## config.mk

```make
export PLATFORM = sky130hd
export DESIGN_NAME = layer_sched_flat
export DESIGN_NICKNAME = d
export VERILOG_FILES = /design/src/rtl/genie_pkg.sv /design/src/rtl/layer_sched_if.sv /design/src/rtl/mem_port_mux.sv /design/src/rtl/layer_sched.sv /design/src/flat_wrapper.sv
export SDC_FILE = /design/constraint.sdc
export NUM_CORES = 1
export LEC_CHECK = 0
export ABC_AREA = 1
export CAP_MARGIN = 25
export CORE_AREA = 3 3 190 192
export DETAILED_ROUTE_END_ITERATION = 10
export DIE_AREA = 0 0 193 195
export GPL_ROUTABILITY_DRIVEN = 0
export PLACE_DENSITY = 0.66
export SLEW_MARGIN = 0
export SYNTH_ARGS = -nofsm -noshare
export SYNTH_HDL_FRONTEND = slang
export SYNTH_SLANG_ARGS = --single-unit
export TNS_END_PERCENT = 30
```

## constraint.sdc

```tcl
create_clock -name clk -period 2.9 [get_ports clk]
set_input_delay 0.87 -clock clk [delete_from_list [all_inputs] [get_ports clk]]
set_output_delay 0.87 -clock clk [all_outputs]
set_load 0.05 [all_outputs]
```

## src/rtl/genie_pkg.sv

```systemverilog
// Shared encodings for the layer sequencer:
// descriptor opcodes, field positions, FSM states, mux selects.
package genie_pkg;

    localparam int AW_DEF = 26;

    localparam logic [3:0] OP_END     = 4'd0;
    localparam logic [3:0] OP_CONV    = 4'd1;
    localparam logic [3:0] OP_MAXPOOL = 4'd2;

    localparam int OP_LSB = 28;
    localparam int C_LSB  = 0;
    localparam int H_LSB  = 16;
    localparam int W_LSB  = 0;
    localparam int DIM_W  = 11;
    localparam int ADDR_W = 27;

    typedef enum logic [2:0] {
        S_IDLE,
        S_FETCH,
        S_LAUNCH,
        S_RUN,
        S_NEXT,
        S_FINISH,
        S_ERROR
    } state_e;

    typedef enum logic [1:0] {
        SEL_SELF,
        SEL_CV,
        SEL_MP
    } sel_e;

    function automatic logic op_legal(input logic [3:0] op);
        return (op == OP_CONV) || (op == OP_MAXPOOL);
    endfunction

endpackage

```

## src/rtl/layer_sched_if.sv

```systemverilog
// Word-addressed memory channel: separate read and write
// request/ready handshakes with a 32-bit data path.
interface layer_sched_if #(
    parameter int AW = 26
);
    logic          wvalid;
    logic [AW-1:0] waddr;
    logic [31:0]   wdata;
    logic          rvalid;
    logic [AW-1:0] raddr;
    logic          wready;
    logic          rready;
    logic [31:0]   rdata;

    modport master (
        output wvalid, waddr, wdata, rvalid, raddr,
        input  wready, rready, rdata
    );

    modport slave (
        input  wvalid, waddr, wdata, rvalid, raddr,
        output wready, rready, rdata
    );
endinterface

```

## src/rtl/mem_port_mux.sv

```systemverilog
// Routes the single external memory port to the sequencer
// itself or to one engine; the others see ready/rdata at zero.
module mem_port_mux
    import genie_pkg::*;
#(
    parameter int AW = AW_DEF
) (
    input  sel_e          sel,
    input  logic          self_rvalid,
    input  logic [AW-1:0] self_raddr,
    output logic          self_rready,
    output logic [31:0]   self_rdata,
    layer_sched_if.slave  cv,
    layer_sched_if.slave  mp,
    layer_sched_if.master mem
);

    always_comb begin
        mem.wvalid = 1'b0;
        mem.waddr  = '0;
        mem.wdata  = '0;
        mem.rvalid = self_rvalid;
        mem.raddr  = self_raddr;
        unique case (sel)
            SEL_CV: begin
                mem.wvalid = cv.wvalid;
                mem.waddr  = cv.waddr;
                mem.wdata  = cv.wdata;
                mem.rvalid = cv.rvalid;
                mem.raddr  = cv.raddr;
            end
            SEL_MP: begin
                mem.wvalid = mp.wvalid;
                mem.waddr  = mp.waddr;
                mem.wdata  = mp.wdata;
                mem.rvalid = mp.rvalid;
                mem.raddr  = mp.raddr;
            end
            default: ;
        endcase
    end

    // Response side kept separate so no comb loop appears via ready.
    always_comb begin
        self_rready = 1'b0;
        self_rdata  = '0;
        cv.wready   = 1'b0;
        cv.rready   = 1'b0;
        cv.rdata    = '0;
        mp.wready   = 1'b0;
        mp.rready   = 1'b0;
        mp.rdata    = '0;
        unique case (sel)
            SEL_CV: begin
                cv.wready = mem.wready;
                cv.rready = mem.rready;
                cv.rdata  = mem.rdata;
            end
            SEL_MP: begin
                mp.wready = mem.wready;
                mp.rready = mem.rready;
                mp.rdata  = mem.rdata;
            end
            default: begin
                self_rready = mem.rready;
                self_rdata  = mem.rdata;
            end
        endcase
    end

endmodule

```

## src/rtl/layer_sched.sv

```systemverilog
// Layer sequencer: walks a linked list of 4-word descriptors,
// programs the layer bus and runs the conv / max-pool engines.
module layer_sched
    import genie_pkg::*;
#(
    parameter int N_LAYER_MAX = 64,
    parameter int AW          = AW_DEF
) (
    input  logic          clk,
    input  logic          rst,
    input  logic          start,
    input  logic [AW-1:0] desc_base,
    output logic          busy,
    output logic          done,
    output logic          err,
    output logic [7:0]    layer_idx,
    output logic [10:0]   C,
    output logic [10:0]   H,
    output logic [10:0]   W,
    output logic [26:0]   ifaddr,
    output logic [26:0]   ofaddr,
    output logic          cv_rst,
    output logic          mp_rst,
    input  logic          cv_done,
    input  logic          mp_done,
    layer_sched_if.slave  cv,
    layer_sched_if.slave  mp,
    layer_sched_if.master mem
);

    state_e        state, state_n;
    logic [AW-1:0] desc_ptr;
    logic [AW-1:0] raddr;
    logic          rd_req;
    logic [1:0]    k;
    logic          lcnt;
    logic [3:0]    op_q;
    logic [10:0]   c_q, h_q, w_q;
    logic [26:0]   if_q, of_q;
    logic          self_rready;
    logic [31:0]   self_rdata;
    sel_e          sel;
    logic          is_conv;
    logic          eng_done;
    logic          rd_fire;
    logic          last_layer;
    logic [3:0]    op_in;
    logic          unused_rdata;

    assign is_conv      = (op_q == OP_CONV);
    assign eng_done     = is_conv ? cv_done : mp_done;
    assign rd_fire      = (state == S_FETCH) && rd_req && self_rready;
    assign last_layer   = (int'(layer_idx) + 1) >= N_LAYER_MAX;
    assign op_in        = self_rdata[OP_LSB +: 4];
    assign unused_rdata = self_rdata[ADDR_W];

    assign busy   = (state != S_IDLE);
    assign done   = (state == S_FINISH);
    assign cv_rst = !((state == S_RUN) && is_conv);
    assign mp_rst = !((state == S_RUN) && !is_conv);
    assign sel    = (state != S_RUN) ? SEL_SELF
                  : (is_conv ? SEL_CV : SEL_MP);

    always_ff @(posedge clk) begin
        if (rst) state <= S_IDLE;
        else     state <= state_n;
    end

    always_comb begin
        state_n = state;
        unique case (state)
            S_IDLE:   if (start) state_n = S_FETCH;
            S_FETCH: begin
                if (rd_fire) begin
                    if (k == 2'd0 && op_in == OP_END)
                        state_n = S_FINISH;
                    else if (k == 2'd0 && !op_legal(op_in))
                        state_n = S_ERROR;
                    else if (k == 2'd3)
                        state_n = S_LAUNCH;
                end
            end
            S_LAUNCH: if (lcnt) state_n = S_RUN;
            S_RUN:    if (eng_done) state_n = S_NEXT;
            S_NEXT:   state_n = last_layer ? S_ERROR : S_FETCH;
            S_FINISH, S_ERROR: state_n = S_IDLE;
            default:  state_n = S_IDLE;
        endcase
    end

    always_ff @(posedge clk) begin
        if (rst) begin
            desc_ptr  <= '0;
            raddr     <= '0;
            rd_req    <= 1'b0;
            k         <= '0;
            lcnt      <= 1'b0;
            op_q      <= '0;
            c_q       <= '0;
            h_q       <= '0;
            w_q       <= '0;
            if_q      <= '0;
            of_q      <= '0;
            layer_idx <= '0;
            err       <= 1'b0;
            C         <= '0;
            H         <= '0;
            W         <= '0;
            ifaddr    <= '0;
            ofaddr    <= '0;
        end else begin
            if (state == S_IDLE && start) begin
                desc_ptr  <= desc_base;
                layer_idx <= '0;
                err       <= 1'b0;
                k         <= '0;
            end
            // Request is raised one cycle after the previous word lands.
            if (state == S_FETCH) begin
                if (!rd_req) begin
                    rd_req <= 1'b1;
                    raddr  <= desc_ptr + AW'(k);
                end else if (self_rready) begin
                    rd_req <= 1'b0;
                    k      <= k + 2'd1;
                    unique case (k)
                        2'd0: begin
                            op_q <= op_in;
                            c_q  <= self_rdata[C_LSB +: DIM_W];
                        end
                        2'd1: begin
                            h_q <= self_rdata[H_LSB +: DIM_W];
                            w_q <= self_rdata[W_LSB +: DIM_W];
                        end
                        2'd2:    if_q <= self_rdata[ADDR_W-1:0];
                        default: of_q <= self_rdata[ADDR_W-1:0];
                    endcase
                end
            end
            if (state == S_LAUNCH) begin
                lcnt <= !lcnt;
                if (!lcnt) begin
                    C      <= c_q;
                    H      <= h_q;
                    W      <= w_q;
                    ifaddr <= if_q;
                    ofaddr <= of_q;
                end
            end
            if (state == S_NEXT) begin
                desc_ptr <= desc_ptr + AW'(4);
                if (int'(layer_idx) < N_LAYER_MAX)
                    layer_idx <= layer_idx + 8'd1;
            end
            if (state_n == S_ERROR) err <= 1'b1;
        end
    end

    mem_port_mux #(.AW(AW)) u_mux (
        .sel         (sel),
        .self_rvalid (rd_req),
        .self_raddr  (raddr),
        .self_rready (self_rready),
        .self_rdata  (self_rdata),
        .cv          (cv),
        .mp          (mp),
        .mem         (mem)
    );

endmodule

```

## src/flat_wrapper.sv

```systemverilog
// flat-port wrapper written by rule: the top's interface ports become plain ports
module layer_sched_flat import genie_pkg::*;
#(
    parameter int N_LAYER_MAX = 64,
    parameter int AW          = AW_DEF
)
  (clk, rst, start, desc_base, busy, done, err, layer_idx, C, H, W, ifaddr, ofaddr, cv_rst, mp_rst, cv_done, mp_done, cv_wvalid, cv_waddr, cv_wdata, cv_rvalid, cv_raddr, cv_wready, cv_rready, cv_rdata, mp_wvalid, mp_waddr, mp_wdata, mp_rvalid, mp_raddr, mp_wready, mp_rready, mp_rdata, mem_wvalid, mem_waddr, mem_wdata, mem_rvalid, mem_raddr, mem_wready, mem_rready, mem_rdata);
  layer_sched_if #(.AW(AW)) cv_i ();
  layer_sched_if #(.AW(AW)) mp_i ();
  layer_sched_if #(.AW(AW)) mem_i ();
  input  logic clk;
  input  logic rst;
  input  logic start;
  input  logic [AW-1:0] desc_base;
  output logic busy;
  output logic done;
  output logic err;
  output logic [7:0] layer_idx;
  output logic [10:0] C;
  output logic [10:0] H;
  output logic [10:0] W;
  output logic [26:0] ifaddr;
  output logic [26:0] ofaddr;
  output logic cv_rst;
  output logic mp_rst;
  input  logic cv_done;
  input  logic mp_done;
  input wire logic [$bits(cv_i.wvalid)-1:0] cv_wvalid;
  input wire logic [$bits(cv_i.waddr)-1:0] cv_waddr;
  input wire logic [$bits(cv_i.wdata)-1:0] cv_wdata;
  input wire logic [$bits(cv_i.rvalid)-1:0] cv_rvalid;
  input wire logic [$bits(cv_i.raddr)-1:0] cv_raddr;
  output wire logic [$bits(cv_i.wready)-1:0] cv_wready;
  output wire logic [$bits(cv_i.rready)-1:0] cv_rready;
  output wire logic [$bits(cv_i.rdata)-1:0] cv_rdata;
  input wire logic [$bits(mp_i.wvalid)-1:0] mp_wvalid;
  input wire logic [$bits(mp_i.waddr)-1:0] mp_waddr;
  input wire logic [$bits(mp_i.wdata)-1:0] mp_wdata;
  input wire logic [$bits(mp_i.rvalid)-1:0] mp_rvalid;
  input wire logic [$bits(mp_i.raddr)-1:0] mp_raddr;
  output wire logic [$bits(mp_i.wready)-1:0] mp_wready;
  output wire logic [$bits(mp_i.rready)-1:0] mp_rready;
  output wire logic [$bits(mp_i.rdata)-1:0] mp_rdata;
  output wire logic [$bits(mem_i.wvalid)-1:0] mem_wvalid;
  output wire logic [$bits(mem_i.waddr)-1:0] mem_waddr;
  output wire logic [$bits(mem_i.wdata)-1:0] mem_wdata;
  output wire logic [$bits(mem_i.rvalid)-1:0] mem_rvalid;
  output wire logic [$bits(mem_i.raddr)-1:0] mem_raddr;
  input wire logic [$bits(mem_i.wready)-1:0] mem_wready;
  input wire logic [$bits(mem_i.rready)-1:0] mem_rready;
  input wire logic [$bits(mem_i.rdata)-1:0] mem_rdata;
  assign cv_i.wvalid = cv_wvalid;
  assign cv_i.waddr = cv_waddr;
  assign cv_i.wdata = cv_wdata;
  assign cv_i.rvalid = cv_rvalid;
  assign cv_i.raddr = cv_raddr;
  assign cv_wready = cv_i.wready;
  assign cv_rready = cv_i.rready;
  assign cv_rdata = cv_i.rdata;
  assign mp_i.wvalid = mp_wvalid;
  assign mp_i.waddr = mp_waddr;
  assign mp_i.wdata = mp_wdata;
  assign mp_i.rvalid = mp_rvalid;
  assign mp_i.raddr = mp_raddr;
  assign mp_wready = mp_i.wready;
  assign mp_rready = mp_i.rready;
  assign mp_rdata = mp_i.rdata;
  assign mem_wvalid = mem_i.wvalid;
  assign mem_waddr = mem_i.waddr;
  assign mem_wdata = mem_i.wdata;
  assign mem_rvalid = mem_i.rvalid;
  assign mem_raddr = mem_i.raddr;
  assign mem_i.wready = mem_wready;
  assign mem_i.rready = mem_rready;
  assign mem_i.rdata = mem_rdata;
  layer_sched #(.N_LAYER_MAX(N_LAYER_MAX), .AW(AW)) u_core (.clk(clk), .rst(rst), .start(start), .desc_base(desc_base), .busy(busy), .done(done), .err(err), .layer_idx(layer_idx), .C(C), .H(H), .W(W), .ifaddr(ifaddr), .ofaddr(ofaddr), .cv_rst(cv_rst), .mp_rst(mp_rst), .cv_done(cv_done), .mp_done(mp_done), .cv(cv_i), .mp(mp_i), .mem(mem_i));
endmodule
```

---- After elaboration in Yosys (flattened, before gate mapping) ----
Index checks and enable logic that the tools add are counted.
storage, ports and cells
  register bits ........................... 246
  bits in latches ......................... 0
  memory bits (writable) .................. 0
  ROM bits ................................ 0
  bits of input ports ..................... 237
  output and inout bits ................... 254
  logic and storage cells ................. 109
  memories ................................ 0
operators by class
  $add $sub $neg .......................... 5
  $mul .................................... 0
  div/mod/pow operators ................... 0
  order comparisons ....................... 2
  eq/ne operators ......................... 15
  shifts and indexed selects .............. 0
  muxes and demuxes ....................... 38
  bitwise logic cells ..................... 3
  reduce and logical (&&, ||, !) cells .... 27
operators with widths
  kind                   count
  $pmux 26 s2            2
  $mux 32                3
  $pmux 32 s2            1
  $mux 26                2
  $ge 32x8->1 const B    1
  $add 26x2->26          1
  $add 26x3->26 const B  1
  $mux 3                 8
  $mux 8                 3
  $reduce_and 4->1       4
  $pmux 3 s5             1
  $mux 2                 6
  $mux 1                 10
  $add 8x1->9 const B    1
  $eq 3x3->1 const B     3
  $add 8x1->8 const B    1
  $eq 4x1->1 const B     2
  $lt 8x7->1 const B     1
  $logic_and 1x1->1      7
  $eq 2x2->1 const B     3
  $eq 3x2->1 const B     2
  $logic_not 1->1        5
  $eq 2x1->1 const B     2
  $eq 4x2->1 const B     1
  other kinds (14)       19

---- Longest topological paths before layout ----
  depth after elaboration ................. 16
  gate-level depth with buffers ........... 12
  depth with buffers taken out ............ 11

---- Modules after synthesis ----
A second synthesis with hierarchy kept.
unflattened totals
  cells, all modules ...................... 1963
  area, all modules ....................... 12567.1 um^2
modules (own cells, without submodules)
  module        instances  cells an instance  area each (um^2)  sequential area each (um^2)
  layer_sched   1          1376               10197.3           4924.7
  mem_port_mux  1          587                2369.8            0.0

---- Worst setup path before layout ----
No wires, ideal clock.
  path type ............................... reg2out
  start point ............................. register u_core.op_q[1]
  end point ............................... output cv_rdata[22]
  data arrival time ....................... 2.163 ns
  required time ........................... 2.030 ns
  setup slack ............................. -0.133 ns
  stages on the path, launching flop included .. 7
  path buffers ............................ 1
  cell sequence ........................... dfxtp_1 -> nor2_1 -> nand3_1 -> nor2_1 -> clkinv_1 -> clkbuf_1 -> nor2_1
on the way
  word-level cells in the longest chain between the ends .. 5
RTL lines
  element                   line                RTL
  start: declaration        layer_sched.sv:37   logic [3:0] op_q;
  start signal: assignment  layer_sched.sv:128  op_q <= op_in;
  $eq 4x1->1                layer_sched.sv:50   assign is_conv = (op_q == OP_CONV);
  $mux 2                    layer_sched.sv:62   : (is_conv ? SEL_CV : SEL_MP);
  $mux 2                    layer_sched.sv:61   assign sel = (state != S_RUN) ? SEL_SELF
  $eq 2x1->1                mem_port_mux.sv:53  unique case (sel)
  $mux 32                   mem_port_mux.sv:53
  end: declaration          flat_wrapper.sv:35  output wire logic [$bits(cv_i.rdata)-1:0] cv_rdata;
Every way passes these cells.

---- Final worst setup path ----
  start point ............................. register u_core.op_q[2]
  end point ............................... output mem_wdata[18]
on the way
  word-level cells in the longest chain between the ends .. 5
  elaborated cells on any way between the ends .. 6
  those cells by class .................... eq/ne (3); mux (3)
RTL lines
  element                                   line                RTL
  $eq 4x1->1 *                              layer_sched.sv:50
  $mux 2 *                                  layer_sched.sv:62
  $mux 2 *                                  layer_sched.sv:61
  $eq 2x2->1 or $eq 2x1->1 (tied branches)  mem_port_mux.sv:24  unique case (sel)
  $pmux 32 s2 *                             mem_port_mux.sv:24
  end: declaration                          flat_wrapper.sv:46  output wire logic [$bits(mem_i.wdata)-1:0] mem_wdata;
Every way passes the cells marked *; elsewhere a longest branch is shown, timed or not.

==> impl_metrics.json <==
{
  "synth_ff_type": "dfxtp_1",
  "final_cells": 2644,
  "die_x_um": 193,
  "placedCellCount": 2572,
  "clockRootBuffer": "clkbuf_16",
  "setup_viol": 39,
  "worstPathCellList": "nor2_4 -> nand3_4 -> inv_2 -> nor2_4 -> buf_12 -> buf_6 -> buf_16 -> a22o_1 -> buf_12",
  "top_usage_layer": "met2",
  "syn_to_final_growth_pct": 74.14,
  "syn_inst": 1698,
  "worst_slack_ns": -0.02644,
  "vias": 13640,
  "cp_slowest_stage_delay_ns": 0.33,
  "drt_iter0_markers": 1193,
  "grt_pass1_wl_um": 82030,
  "start_util_pct": 33.91,
  "port_buffers": 490,
  "use_met2_pct": 47.38,
  "clk_latency_ns": 0.55,
  "clock.fmax_mhz": 341.7,
  "htree_levels": 1,
  "timing_max_transition_violations_final": 0,
  "hpwl_um": 41940,
  "finalSetupTns_ns": -0.4445,
  "avgSynthCellArea_um2": 6.898,
  "p_leak_nw": 7.820,
  "pre_cts_slack_ns": 0.1144,
  "cts_buffers": 26,
  "cts_tree": "done",
  "p_per_area_nw_per_um2": 391.3,
  "ys_seq_area_share_pct": 42.05,
  "gr-total-overflow": 0,
  "antenna_found_initial": 10,
  "wl_um": 56940,
  "relSlewSlack_pct": 32.08,
  "worst_ep_arrival_time_ns": 2.06,
  "ir_drop_v": 0.0003968,
  "period_minus_slack_ns": 2.926,
  "yosys.area.top_type": "dfxtp_1",
  "viasPerCell": 5.158,
  "ys.warnings.count": 0,
  "grt_pass1_vias": 12820,
  "synth_top_area_share_pct": 42.05,
  "drt_first_pass_iters": 5,
  "yosysMostFrequentCell": "nand2_1",
  "skew_ns": 0.02899,
  "drv_cap": 0,
  "post_drt_wl_per_cell_um": 21.53,
  "drive_above_1_share_pct": 17.52,
  "ys_seq_elements": 246,
  "cp_max_fo": 21,
  "crit_type": "reg2out",
  "grt_max_degree": 160,
  "fin_util_pct": 59.04,
  "cp_data_required_time_ns": 2.03,
  "synth_cell_types": 35,
  "grt_use_met3_pct": 4.758,
  "path_buf_inv": 5,
  "coreArea_um2": 34540,
  "grt_use_met1_pct": 36.05,
  "drcViolationCount": 0,
  "cts.path.max_buffers": 3,
  "rsz0062_at_grt": "true",
  "final-hold-violation-count": 0,
  "io_pins": 491,
  "critical_path.top_delay_family": "buffers and inverters",
  "worst_setup_hold_path_clk_slew_ns": 0.06,
  "ant_nets": 0,
  "synth_area_leaders": "dfxtp_1, nand2_1, a21oi_1",
  "rows": 68,
  "outcome": "finished with violations",
  "die-area_um2": 37640,
  "worstSetupEndpointType": "output port",
  "syn_nets": 1945,
  "n_fill_cell": 3095,
  "die_h_um": 195,
  "netlist_area_um2": 11710,
  "critPathLaunchType": "flip-flop",
  "final_nets": 2409,
  "violations": "setup timing",
  "tightestPinTransition_ns": 1.019,
  "fin_crit_sh_pct": 100.9,
  "postSynth.asyncResetShare_pct": 0,
  "synth_edf_count": 0,
  "grt_usage_pct": 28.41,
  "cpMaxStageDelayCell": "dfxtp_2",
  "synth_commonest_cells": "nand2_1, dfxtp_1, a21oi_1, nor2_1, nand3_1",
  "cts_sinks": 246,
  "finalPower_mw": 7.981,
  "hp-class": "reg2reg"
}
==> kinds of logic (layout without fill, tap and decap cells) <==
| logic type | after synthesis | in the layout | synth area share, % |
|---|---|---|---|
| AND/OR/NAND/NOR | 755 | 755 | 26.51 |
| AO/OA/AOI/OAI | 402 | 402 | 20.04 |
| buffers and inverters | 267 | 749 | 8.920 |
| flip-flops | 246 | 246 | 42.05 |
| XOR/XNOR | 18 | 18 | 1.346 |
| adder cells (fa/ha/maj) | 10 | 10 | 1.132 |
| other | 0 | 9 | 0 |
==> where the power goes <==
part | switching [mW] | internal, mW | total, mW
combinational | 0.614 | 0.568 | 1.18
clock | 1.40 | 1.89 | 3.29
sequential | 0.0589 | 3.45 | 3.51
total | 2.08 | 5.91 | 7.98
==> worst paths after layout <==
check / start / endpoint / slack, ns / cells after the start
worst max-delay path: u_core.op_q[2] / mem_wdata[18] / -0.03 / 9
worst min-delay path: u_core.ofaddr[23] / u_core.ofaddr[23] / 0.46 / 2
worst max register to register: u_core.k[0] / u_core.raddr[14] / 0.61 / 8
worst min register to register: u_core.ofaddr[23] / u_core.ofaddr[23] / 0.46 / 2
==> tightest hold or removal path, stage by stage, from the launching register on <==
cell and delay (ns):
dfxtp_1 0.31, nand2_1 0.06, a21oi_1 0.05
==> cell usage in the layout, fill, tap and decap left out, types with 6 or more instances in the layout <==
cell type,n
inv_2,9
o211ai_1,27
diode_2,9
clkbuf_8,6
nor2_4,15
buf_4,40
clkdlybuf4s50_1,331
nor2_2,47
buf_12,162
nand2_2,8
ha_1,9
nand4_1,8
clkinv_2,7
nand2_1,413
inv_1,138
o21ai_0,70
a22o_4,17
nor3_1,11
a31oi_1,11
nand3_1,136
a21oi_1,223
clkbuf_16,30
a211oi_1,7
xor2_1,15
dfxtp_1,241
nand3_2,12
nor2_1,95
a22o_1,42
==> metal layers <==
metal  wire length, um  share of wire [%]  vias up
met3              4722                8.3       96
met1             22280                 39     6367
met2             27460                 48      632
li1                  -                  -     6544
met5                 0                  0        -
met4              2481                4.4        0
==> timing repair <==
action                                  in CTS  in global routing
buffers inserted                             9                  3
pin swaps                                    5                 19
hold buffers                                 0                  0
hold endpoints to repair                     0                  0
resized for setup                          104                 41
cloned                                       5                  1
endpoints found under the setup margin     157                149
==> sequential cells by signal (all words and copies together), names as in the netlist <==
| name | count |
|---|---|
| u_core.C | 11 |
| u_core.H | 11 |
| u_core.W | 11 |
| u_core.c_q | 11 |
| u_core.desc_ptr | 26 |
| u_core.err | 1 |
| u_core.h_q | 11 |
| u_core.if_q | 27 |
| u_core.ifaddr | 27 |
| u_core.k | 2 |
| u_core.layer_idx | 8 |
| u_core.lcnt | 1 |
| u_core.of_q | 27 |
| u_core.ofaddr | 27 |
| u_core.op_q | 4 |
| u_core.raddr | 26 |
| u_core.rd_req | 1 |
| u_core.state | 3 |
| u_core.w_q | 11 |
==> final cells by class <==
class                   instances  area, um^2  area share [%]
clock buffers                  35       744.5           3.650
diodes                          9       22.52          0.1104
flip-flops and latches        246        4931           24.18
multi-input cells            1185        6217           30.48
well taps                     455       569.3           2.791
repair buffers                551        7232           35.46
inverters                     152       580.6           2.846
clock inverters                11       98.84          0.4846
==> stage by stage <==
step | hold WS (ns) | cell area (um^2)
global placement | 0.4490 | 18700
finish | 0.4613 | 20400
detailed placement | 0.4527 | 18700
CTS | 0.4609 | 20180
floorplan | 0.4299 | 11710
global route | 0.4745 | 20400
(Power assumes the default switching activity.)
